===== config.mk =====
export PLATFORM = sky130hd
export DESIGN_NAME = interrupt_controller
export DESIGN_NICKNAME = d
export VERILOG_FILES = /design/src/rtl/intc_pkg.sv /design/src/rtl/irq_priority_encoder.sv /design/src/rtl/interrupt_controller.sv
export SDC_FILE = /design/constraint.sdc
export NUM_CORES = 1
export LEC_CHECK = 0
export ABC_AREA = 1
export CAP_MARGIN = 15
export CORE_MARGIN = 5
export CORE_UTILIZATION = 35
export CTS_CLUSTER_SIZE = 24
export DETAILED_ROUTE_END_ITERATION = 16
export GPL_ROUTABILITY_DRIVEN = 0
export PLACE_DENSITY_LB_ADDON = 0.08
export REMOVE_ABC_BUFFERS = 1
export SYNTH_ARGS = -nofsm -noshare
export SYNTH_HDL_FRONTEND = slang
export SYNTH_SLANG_ARGS = --single-unit

===== constraint.sdc =====
create_clock -name clk -period 1.2 [get_ports clk]
set_input_delay 0.12 -clock clk [delete_from_list [all_inputs] [get_ports clk]]
set_output_delay 0.12 -clock clk [all_outputs]
set_load 0.01 [all_outputs]

===== src/rtl/intc_pkg.sv =====
// rtl/intc_pkg.sv - shared types, constants and helpers for the interrupt controller
// Contents: controller FSM state enum, pulse counter width, onehot() decode helper.
package intc_pkg;

    typedef enum logic [1:0] {
        IDLE    = 2'd0,
        ASSERT  = 2'd1,
        SERVICE = 2'd2
    } intc_state_e;

    localparam int PULSE_CNT_W = 4;
    localparam int MAX_SRC     = 16;

    // Decode a source ID into a one-hot vector at the maximum supported source
    // count; callers truncate to their own NUM_SRC.
    function automatic logic [MAX_SRC-1:0] onehot(input logic [3:0] id);
        logic [MAX_SRC-1:0] v;
        v     = '0;
        v[id] = 1'b1;
        return v;
    endfunction

endpackage


===== src/rtl/irq_priority_encoder.sv =====
// rtl/irq_priority_encoder.sv - combinational lowest-index-wins priority encoder
// Ports:
//   elig  in  NUM_SRC  eligible request bits
//   valid out 1        any bit of elig set
//   id    out ID_W     index of the lowest set bit (0 when none)
module irq_priority_encoder
    import intc_pkg::*;
#(
    parameter int NUM_SRC = 4,
    parameter int ID_W    = $clog2(NUM_SRC)
) (
    input  logic [NUM_SRC-1:0] elig,
    output logic               valid,
    output logic [ID_W-1:0]    id
);

    // Scan from the top down so the lowest set index is the last one written.
    always_comb begin
        valid = 1'b0;
        id    = '0;
        for (int i = NUM_SRC - 1; i >= 0; i--) begin
            if (elig[i]) begin
                valid = 1'b1;
                id    = ID_W'(i);
            end
        end
    end

endmodule


===== src/rtl/interrupt_controller.sv =====
// rtl/interrupt_controller.sv - edge-latched, masked, prioritised interrupt dispatcher
// Ports:
//   clk, rst          clock; synchronous active-high reset
//   irq_in            raw request lines, rising edge = request
//   gie               global enable for dispatch
//   mask_we/wdata     mask register write (bit=1 enables a source)
//   irq_done          return-from-interrupt pulse from the processor
//   interrupt_signal  registered pulse, PULSE_LEN cycles per dispatch
//   int_id            ID of the source being serviced
//   pending           latched pending bits
//   busy              high while a dispatch is in progress
module interrupt_controller
    import intc_pkg::*;
#(
    parameter int NUM_SRC   = 4,
    parameter int PULSE_LEN = 2,
    parameter int ID_W      = $clog2(NUM_SRC)
) (
    input  logic               clk,
    input  logic               rst,
    input  logic [NUM_SRC-1:0] irq_in,
    input  logic               gie,
    input  logic               mask_we,
    input  logic [NUM_SRC-1:0] mask_wdata,
    input  logic               irq_done,
    output logic               interrupt_signal,
    output logic [ID_W-1:0]    int_id,
    output logic [NUM_SRC-1:0] pending,
    output logic               busy
);

    intc_state_e            state_q, state_d;
    logic [NUM_SRC-1:0]     irq_prev_q;
    logic [NUM_SRC-1:0]     pending_q, pending_d;
    logic [NUM_SRC-1:0]     mask_q, mask_d;
    logic [PULSE_CNT_W-1:0] cnt_q, cnt_d;
    logic [ID_W-1:0]        int_id_q, int_id_d;
    logic                   intsig_q, intsig_d;

    logic [NUM_SRC-1:0]     rise;
    logic [NUM_SRC-1:0]     clr;
    logic                   win_valid;
    logic [ID_W-1:0]        win_id;

    assign rise = irq_in & ~irq_prev_q;

    irq_priority_encoder #(
        .NUM_SRC (NUM_SRC),
        .ID_W    (ID_W)
    ) u_prio (
        .elig  (pending_q & mask_q),
        .valid (win_valid),
        .id    (win_id)
    );

    always_comb begin
        state_d  = state_q;
        cnt_d    = cnt_q;
        intsig_d = intsig_q;
        int_id_d = int_id_q;
        clr      = '0;
        case (state_q)
            IDLE: begin
                if (gie && win_valid) begin
                    state_d  = ASSERT;
                    int_id_d = win_id;
                    clr      = NUM_SRC'(onehot(4'(win_id)));
                    intsig_d = 1'b1;
                    cnt_d    = PULSE_CNT_W'(PULSE_LEN - 1);
                end
            end
            ASSERT: begin
                if (cnt_q == '0) begin
                    intsig_d = 1'b0;
                    state_d  = SERVICE;
                end else begin
                    cnt_d = cnt_q - 1'b1;
                end
            end
            SERVICE: begin
                if (irq_done) begin
                    state_d = IDLE;
                end
            end
            default: begin
                state_d  = IDLE;
                intsig_d = 1'b0;
            end
        endcase
        // A new rise on the bit being dispatched this cycle is kept pending.
        pending_d = (pending_q & ~clr) | rise;
        mask_d    = mask_we ? mask_wdata : mask_q;
    end

    always_ff @(posedge clk) begin
        if (rst) begin
            state_q    <= IDLE;
            irq_prev_q <= '0;
            pending_q  <= '0;
            mask_q     <= '1;
            cnt_q      <= '0;
            int_id_q   <= '0;
            intsig_q   <= 1'b0;
        end else begin
            state_q    <= state_d;
            irq_prev_q <= irq_in;
            pending_q  <= pending_d;
            mask_q     <= mask_d;
            cnt_q      <= cnt_d;
            int_id_q   <= int_id_d;
            intsig_q   <= intsig_d;
        end
    end

    assign interrupt_signal = intsig_q;
    assign int_id           = int_id_q;
    assign pending          = pending_q;
    assign busy             = (state_q != IDLE);

endmodule

==> metrics.md <==
| Metric | Value |
|---|---|
| Filler instances | `257` |
| Final ANT Viol Nets | `0` |
| Commonest non-fill, non-tap cells in the layout | `nand2_1, inv_1, dfxtp_1, clkdlybuf4s50_1, nand3_1` |
| Final setup vio count | `0` |
| Final Hold Fails | `0` |
| Distinct cells, synth | `22` |
| Synth Cell Area | `928.4 um^2` |
| Synth Area per Inst | `slightly above 7 um^2` |
| Non-filler instance count after layout | `approximately 190` |
| DRC | `0` |
| Die Span X | `61.50 um` |
| Reg clk slew, reported paths | `between 0.1 and 0.15 ns` |
| First-pass GRT wire length | `3270 um` |
| Max Root-Sink Buffers | `2` |
| Worst slew pin tran | `0.2830 ns` |
| Largest net degree at the start of global routing | `13` |
| Reg2reg end | `cnt_q[0]` |
| Row count | `18` |
| Post-detail-place hpwl | `1528 um` |
| Number of synthesis warnings | `0` |
| Pwr per Cell Area | `1282 mW/mm^2` |
| Clk Tree Root Cell | `clkbuf_4` |
| Cells after Synth | `128` |
| Period utilization | `97.43%` |
| Commonest non-fill, non-tap cell in the layout | `nand2_1` |
| Max Fclk | `0.8553 GHz` |
| Crit Path Category | `reg -> reg` |
| Area grow syn2layout | `44.47%` |
| Io pins | `21` |
| Worst reg-to-reg setup slack | `0.03 ns` |
| Max-Cap Viols | `0` |
| Synth Register Bits | `21` |
| Startpoint class of the critical path | `register` |
| Worst vdd ir | `789.0 uV` |
| Max Slew Vio Count | `0` |
| Die ar. | `approximately 0.0038 mm^2` |
| Core area | `0.002500 mm^2` |
| DR vias | `849` |
| Slew HR | `81.11%` |
| Initial Util | `37.14%` |
| Worst Hold Endpoint | `irq_prev_q[0]` |
| Placed cells | `185` |
| Leakage Power | `0.0006448 uW` |
| Initial drt markers | `15` |
| Die height | `61.50 um` |
| H-tree depth | `1` |
| Vias in the first global route | `780` |
| Finished Core Util | `53.65%` |
| Area of the multi-input gates | `a little under 500 um^2` |
| TritonCTS clock tree | `done` |
| Sequential area share after synthesis | `45.28%` |
| Vias/cell | `~4.4` |
| Grt ovf | `0` |
| Status | `complete, no violations` |
| WHS Path Cells | `3` |
| TritonCTS Buffers | `3` |
| Per-cell routed wire length | `10.84 um` |
| Share of layout cells above drive strength 1 | `between 20% and 30%` |
| GRT Total Usage | `a little under an eighth` |
| Port bufs | `20` |
| DRT Wirelength | `slightly above 2000 um` |
| Clk_lat worst skew | `0.30 ns` |
| Initial antenna violation count | `0` |
| Worst Reg2Reg Path Length in Cells | `7` |
| Diode count | `0` |
| CP Max Fanout | `6` |
| Hold Startpoint | `irq_in[0]` |
| Unrepaired setup endpoints after global routing | `yes` |
| # hold bufs at CTS | `0` |
| Clock sink count | `21` |
| CP endpoint kind | `register` |
| HP Class | `in -> reg` |
| Min Tclk post-route | `1.169 ns` |
| DRT Pass-1 Iters | `4` |
| Data required, critical path | `1.41 ns` |
| WP data arrival | `1.38 ns` |
| Worst Clk Skew | `0.003579 ns` |
| Final #Nets | `177` |
| RR Startpoint | `cnt_q[0]` |
| Reg area | `431.7 um^2` |
==> critical path, stage by stage (launching register included) <==
cell and delay (ns):
dfxtp_2 0.34, inv_2 0.08, ha_4 0.14, nand2_4 0.05
o21ai_4 0.18, nand2_2 0.11, o21ai_2 0.12, inv_1 0.04
==> worst max-delay path by stage <==
stage / start / endpoint / slack (ns)
global route: cnt_q[0] / cnt_q[0] / -0.06
finish: cnt_q[0] / cnt_q[0] / 0.03
global placement: gie / cnt_q[3] / -0.06
floorplan: cnt_q[0] / cnt_q[0] / 0.06
CTS: cnt_q[0] / cnt_q[0] / -0.01
detailed placement: gie / cnt_q[3] / -0.07
==> cell families after synthesis <==
| kind of cell | count (synthesis) | synth area share [%] |
|---|---|---|
| compound gates | 15 | 10.38 |
| xor+xnor | 1 | 0.9436 |
| fa+ha+maj | 2 | 2.695 |
| buf+inv | 23 | 9.568 |
| flops | 21 | 45.28 |
| simple gates | 66 | 31.13 |
==> state kept, by name, indices dropped and copies added (netlist names) <==
| signal | flops |
|---|---|
| cnt_q | 4 |
| irq_prev_q | 4 |
| mask_q | 4 |
| pending | 4 |
| int_id | 2 |
| state_q | 2 |
| interrupt_signal | 1 |
==> final cells by class <==
type	instances	area share (%)
clock buffers	3	1.679
repair buffers	31	20.90
inverters	21	6.063
well taps	30	2.798
multi-input cells	84	36.01
clock inverters	1	0.3731
flip-flops and latches	21	32.18
==> cells in the mapped netlist <==
master	instances	area [um^2]
o21ai_2	1	8.760
nor2_1	11	41.29
o22ai_1	2	12.51
nand2_1	35	131.4
nor3_1	1	5.000
nor2_2	2	12.51
o21ai_4	1	16.27
xnor2_1	1	8.760
buf_2	2	10.01
o21ai_1	2	10.01
a21oi_1	5	25.02
nand3_1	11	55.05
a21oi_2	1	8.760
o21ai_0	3	15.01
dfxtp_1	21	420.4
nand3_2	1	10.01
ha_1	2	25.02
or2_1	1	6.260
inv_1	17	63.81
nand3b_1	2	15.01
nand2_2	2	12.51
inv_2	4	15.01
==> layer usage <==
layer / vias to the layer above / track usage (%) / share of wire, %
met5: - / 0 / 0
met4: 0 / 3.636 / 0.92
met3: 2 / 3.774 / 5.5
met2: 18 / 16.59 / 43
met1: 365 / 16.54 / 51
li1: 464 / - / -
==> per-stage QoR <==
stage	hold slack, ns	TNS (ns)	power, uW	cell area [um^2]	setup slack, ns
floorplan	0.1824	0	1095	918.4	0.05762
global placement	0.4151	-0.1894	1308	1224	-0.05645
finish	0.3300	0	1719	1341	0.03078
CTS	0.3160	-0.02011	1679	1289	-0.01091
detailed placement	0.4221	-0.2672	1313	1224	-0.07348
global route	0.3210	-0.2291	1845	1341	-0.05634
==> power breakdown <==
group	switching, uW	internal [uW]
Combinational	291	275
Sequential	50.3	769
Clock	209	124
==> what timing repair did <==
item,4_1_cts,5_1_grt
hold endpoints to repair,0,0
setup endpoints to repair,14,9
gates resized for setup,23,15
buffers inserted,1,1
pin swaps,4,11
Power figures use the tool's default switching activity.
